$ cat config.mk
export PLATFORM = sky130hd
export DESIGN_NAME = imem_loader
export DESIGN_NICKNAME = d
export VERILOG_FILES = /design/src/rtl/imem_loader.sv
export SDC_FILE = /design/constraint.sdc
export NUM_CORES = 1
export LEC_CHECK = 0
export CAP_MARGIN = 10
export CORE_ASPECT_RATIO = 1.2
export CORE_UTILIZATION = 50
export DETAILED_ROUTE_END_ITERATION = 10
export PLACE_DENSITY_LB_ADDON = 0.08
export SLEW_MARGIN = 20
export SYNTH_ARGS = -nofsm -noshare
export SYNTH_HDL_FRONTEND = slang
export SYNTH_SLANG_ARGS = --single-unit
$ cat constraint.sdc
create_clock -name clk -period 5.3 [get_ports clk]
set_input_delay 1.06 -clock clk [delete_from_list [all_inputs] [get_ports clk]]
set_output_delay 1.06 -clock clk [all_outputs]
set_load 0.02 [all_outputs]
$ cat src/rtl/imem_loader.sv
// imem_loader: write side of the instruction memory.
// Packs a big-endian byte stream into 32-bit words, writes them to
// consecutive word addresses, and keeps the CPU in reset until the image
// has been written completely.
module imem_loader #(
    parameter int unsigned ADDR_W    = 8,
    parameter logic [31:0] BASE_ADDR = 32'h0
) (
    input  logic              clk,
    input  logic              reset,
    input  logic              start,
    input  logic              in_valid,
    input  logic [7:0]        in_data,
    input  logic              in_last,
    output logic              in_ready,
    output logic              imem_we,
    output logic [31:0]       imem_addr,
    output logic [31:0]       imem_wdata,
    output logic              cpu_hold,
    output logic              done,
    output logic              err,
    output logic [ADDR_W:0]   word_count
);

    typedef enum logic [1:0] {
        S_IDLE  = 2'd0,
        S_RECV  = 2'd1,
        S_WRITE = 2'd2,
        S_DONE  = 2'd3
    } state_t;

    // Number of words that fit in the memory; the load stops here.
    localparam logic [ADDR_W:0] CAPACITY = {1'b1, {ADDR_W{1'b0}}};

    state_t          state_q, state_d;
    logic [1:0]      byte_idx_q, byte_idx_d;
    logic [31:0]     wdata_q, wdata_d;
    logic [31:0]     addr_q, addr_d;
    logic [ADDR_W:0] count_q, count_d;
    logic            err_q, err_d;
    logic            last_q, last_d;
    logic [ADDR_W:0] count_inc;

    // Next-state, datapath update and output decode for the load FSM.
    always_comb begin
        state_d    = state_q;
        byte_idx_d = byte_idx_q;
        wdata_d    = wdata_q;
        addr_d     = addr_q;
        count_d    = count_q;
        err_d      = err_q;
        last_d     = last_q;
        count_inc  = count_q + 1'b1;
        in_ready   = 1'b0;
        imem_we    = 1'b0;
        cpu_hold   = (state_q != S_DONE);
        done       = (state_q == S_DONE);

        case (state_q)
            S_IDLE, S_DONE: begin
                // A fresh load restarts the image from the base address.
                if (start) begin
                    state_d    = S_RECV;
                    byte_idx_d = 2'd0;
                    addr_d     = BASE_ADDR;
                    count_d    = '0;
                    err_d      = 1'b0;
                    last_d     = 1'b0;
                end
            end
            S_RECV: begin
                in_ready = 1'b1;
                if (in_valid) begin
                    // Byte 0 clears the word so a short final word is zero padded.
                    case (byte_idx_q)
                        2'd0:    wdata_d = {in_data, 24'h0};
                        2'd1:    wdata_d[23:16] = in_data;
                        2'd2:    wdata_d[15:8]  = in_data;
                        default: wdata_d[7:0]   = in_data;
                    endcase
                    byte_idx_d = byte_idx_q + 2'd1;
                    last_d     = in_last;
                    if (in_last && (byte_idx_q != 2'd3)) begin
                        err_d = 1'b1;
                    end
                    if (in_last || (byte_idx_q == 2'd3)) begin
                        state_d = S_WRITE;
                    end
                end
            end
            S_WRITE: begin
                imem_we    = 1'b1;
                count_d    = count_inc;
                addr_d     = addr_q + 32'd4;
                byte_idx_d = 2'd0;
                if (last_q) begin
                    state_d = S_DONE;
                end else if (count_inc == CAPACITY) begin
                    // Memory full but the stream did not end: flag overflow.
                    err_d   = 1'b1;
                    state_d = S_DONE;
                end else begin
                    state_d = S_RECV;
                end
            end
            default: state_d = S_IDLE;
        endcase
    end

    // State and datapath registers; reset discards any partial word.
    always_ff @(posedge clk) begin
        if (reset) begin
            state_q    <= S_IDLE;
            byte_idx_q <= 2'd0;
            wdata_q    <= 32'h0;
            addr_q     <= BASE_ADDR;
            count_q    <= '0;
            err_q      <= 1'b0;
            last_q     <= 1'b0;
        end else begin
            state_q    <= state_d;
            byte_idx_q <= byte_idx_d;
            wdata_q    <= wdata_d;
            addr_q     <= addr_d;
            count_q    <= count_d;
            err_q      <= err_d;
            last_q     <= last_d;
        end
    end

    assign imem_addr  = addr_q;
    assign imem_wdata = wdata_q;
    assign err        = err_q;
    assign word_count = count_q;

endmodule

---- Word level (Yosys, flattened, before mapping) ----
Index checks and enable logic that the tools add are counted.
Widths: inputs -> output; s select.
word-level totals
  flip-flop bits (word level) ............. 79
  input bits .............................. 13
  output and inout port bits .............. 78
  logic and storage cells ................. 74
operators by class
  $add $sub $neg .......................... 3
  equal/unequal tests ..................... 15
  muxes and demuxes ....................... 26
  bitwise gates (word level) .............. 1
  reductions and logical operators ........ 19
operators with widths
  operator               count
  $pmux 32 s2            1
  $pmux 8 s2             3
  $add 32x3->32 const B  1
  $mux 32                1
  $pmux 9 s2             1
  $reduce_and 3->1       6
  $ne 2x2->1 const B     8
  $mux 2                 7
  $pmux 2 s3             2
  $add 9x1->9 const B    1
  $eq 9x9->1 const B     1
  $mux 9                 1
  $eq 2x2->1 const B     4
  $mux 1                 8
  $reduce_bool 2->1      4
  $reduce_and 5->1       1
  $eq 2x1->1 const B     2
  $logic_not 2->1        2
  $reduce_and 2->1       2
  $reduce_or 2->1        2
  $pmux 1 s3             1
  $add 2x1->2 const B    1
  $pmux 1 s2             1
  $logic_and 1x1->1      1
  other kinds (2)        2

---- Depth between registers and ports, before layout ----
  word-level depth ........................ 5
  depth in mapped cells ................... 8
  gate-level depth less buffers ........... 7

---- Least setup slack after synthesis ----
Ideal clock, no wire load.
  kind .................................... in2reg
  from .................................... input start
  to ...................................... register addr_q[28], in the netlist imem_addr[28]
  setup time .............................. 73 ps
  arrival ................................. 2123 ps
  path slack .............................. 3104 ps
  cell stages on the path ................. 5
  cells stage by stage .................... mux2i_2 > nor4b_4 > nand4_2 > or3_1 > a21oi_1
between the ends
  word-level cells in the longest chain between the ends .. 2
RTL lines
  what                        line  text
  start, declared             11    input logic start,
  $ne 2x2->1 (no line)        --
  $reduce_and 2->1 (no line)  --
  end signal, assigned        124   addr_q <= addr_d;
  end, declared               38    logic [31:0] addr_q, addr_d;
Every way passes these cells.
A chain may end at the register's enable or synchronous reset.

---- Worst setup path in the final report ----
  from .................................... register state_q[1]
  to ...................................... output imem_we
between the ends
  word-level cells in the longest chain between the ends .. 2
RTL lines
  what                    line  text
  start, declared         35    state_t state_q, state_d;
  start signal, assigned  121   state_q <= state_d;
  $eq 2x2->1              59    case (state_q)
  $mux 1                  59
  end, declared           16    output logic imem_we,
Every way passes these cells.

==> flow_summary.toml <==
[route]
drt_pass1_iterations = 4
wire_per_inst_um = 14.3
ant_nets = 0
drtIter0Drc = 183
vias = 3282
drc_errors = 0
vias_per_cell = 5.54
routed_wl_um = 8490

[die]
rows = 33
core_area_um2 = 6850
dieArea_um2 = 7420
dieWidth_um = 78.8
num_io_pins = 91
start_util = 0.517
fp.dieH_um = 94.2

[clock_network]
htreeDepth = 3
post_cts_resized = 0
cts-root-buf = "clkbuf_8"
cts_setup_buffers = 0
insertion_delay_ns = 0.35
numCtsBuffers = 9
clock_sink_count = 77
cts_tree = "yes"
clk_pin_slew_worst_paths_ns = 0.08
clockBufferDepth = 2
cts_hold_buf = 0

[timing]
hold_viol_final = 0
clock_skew_ns = 0.0108
slew_violations = 0
tightest_slew_ns = 0.906
relSlewSlack = 0.384
finalCritPeriodShare = 0.589
worst_slack_ns = 2.18
rsz0062_at_grt = "no"
fmax_mhz = 320
tns_ns = 0
setup_viol = 0
fin_crit_ns = 3.12

[placed_design]
dpl.hpwl_um = 5840
pre_cts_ws_ns = 2.13
globalplace.congestion = 0.843
port_buffers = 88

[logic_synthesis]
synth_top_cell_by_area = "dfxtp_1"
async_flop_share = 0
postSynthAreaPerCell_um2 = 8.35
ys_warn_count = 0
synthDistinctLibCells = 47
synth_top_area_frac = 0.435
synth_flop_cell = "dfxtp_1"
postSynthCellCount = 424
syn_area_um2 = 3540
synth-edff-count = 0
ys_seq_elements = 77
seq_area_frac_synth = 0.435
synthTopCellsByArea = "dfxtp_1 (44%), nor2_1 (6.8%), a21oi_1 (4.8%), nand2_1 (4.8%), xor2_1 (4.7%)"

[power]
power.leakage_nw = 1.64
powerDensity_nw_per_um2 = 337
peakVddDrop_uv = 219

[cells_and_area]
area_growth_pct = 31.9
drive_gt1_frac = 0.0515
layout_commonest_cell = "clkdlybuf4s50_1"
fillCellCount = 609
layout_common_cells = "clkdlybuf4s50_1 (88), dfxtp_1 (77), nor2_1 (64)"
num_antenna_cells = 0
fin_nets = 524

[worst_setup_path]
critPathCaptureType = "output pin"
critPathRequiredTime_ns = 4.24
start_kind = "register"
worstSetupPathType = "register to output pin"
crit_fanout = 15
arrival_ns = 2.06

[global_route]
grt-ovfl-total = 0
grt_pass1_wl_um = 13500
grtUsageTotal = 0.234
grt_max_degree = 52
grt_pass1_vias = 2876
antenna_found_initial = 0

[run_status]
status = "completed"

[worst_hold_path]
min_path_type = "register to register"

[job]
cap_violations = 0
layout make-up:
cell class / count / area, um^2 / share of cell area
Sequential cell: 77 / 1540 / 0.330
Inverter: 8 / 30.0 / 0.00643
Multi-Input combinational cell: 315 / 1870 / 0.401
Tap cell: 87 / 109 / 0.0233
Timing Repair Buffer: 89 / 888 / 0.190
Clock buffer: 10 / 138 / 0.0295
Clock inverter: 6 / 93.8 / 0.0201
routing by layer:
metal,part of all wire,global-route usage
met3,0.047,0.0476
met4,0.018,0.0955
met2,0.50,0.376
met1,0.44,0.305
met5,0,0
final timing paths:
| check | slack [ns] | start | end | depth (start not counted) |
|---|---|---|---|---|
| max | 2.18 | state_q[1] | imem_we | 2 |
| min | 0.46 | imem_wdata[3] | imem_wdata[3] | 2 |
| max reg2reg | 2.64 | state_q[1] | imem_addr[31] | 6 |
| min reg2reg | 0.46 | imem_wdata[3] | imem_wdata[3] | 2 |
cell usage after synthesis (3+ instances only):
library cell  instances
xor2_1               19
nand3b_1              9
nor2_1               64
dfxtp_1              77
nand2_1              45
o21ai_0              16
xnor2_1               5
buf_2                 3
or3_1                 7
and3_1                9
clkbuf_1             17
nor3_1                4
nand4_1              12
a22oi_1              22
and4_1                4
ha_1                 11
and2_1                3
nand3_1              19
a21oi_1              34
inv_1                 8
critical path, cell delays in order (launching register included):
cell and delay, ns:
dfxtp_1 0.41, ha_1 0.59, clkdlybuf4s50_1 0.72
logic make-up after synthesis:
logic type               count (synthesis)  synth area share
AND/OR/NAND/NOR                        191             0.272
other                                    1           0.00106
AO/OA/AOI/OAI                           84             0.143
adder cells (fa/ha/maj)                 11            0.0389
XOR/XNOR                                24            0.0594
multiplexers                             3           0.00989
buffers and inverters                   33            0.0403
flip-flops                              77             0.435
power breakdown:
group | internal [W] | switching (W)
sequential | 0.000606 | 0.0000267
combinational | 0.000142 | 0.000295
clock | 0.000281 | 0.000226
total | 0.00103 | 0.000547
registers in the layout, summed over array words and instances (netlist names):
| register | flops |
|---|---|
| imem_addr | 30 |
| word_count | 9 |
| err | 1 |
| byte_idx_q | 2 |
| state_q | 2 |
| last_q | 1 |
| imem_wdata | 32 |
through the flow:
| step | util | power, W | hold WS [ns] | instances | cell area (um^2) |
|---|---|---|---|---|---|
| 3_3_place_gp | 0.647 | 0.00106 | 0.438 | 576 | 4430 |
| 3_5_place_dp | 0.647 | 0.00107 | 0.446 | 576 | 4430 |
| 4_1_cts | 0.681 | 0.00158 | 0.457 | 592 | 4660 |
| 2_1_floorplan | - | 0.000950 | 0.508 | 425 | 3540 |
| 5_1_grt | 0.682 | 0.00166 | 0.478 | 592 | 4670 |
| 6_report | 0.682 | 0.00158 | 0.457 | 592 | 4670 |
No activity file was read; power rests on OpenSTA's default activity.
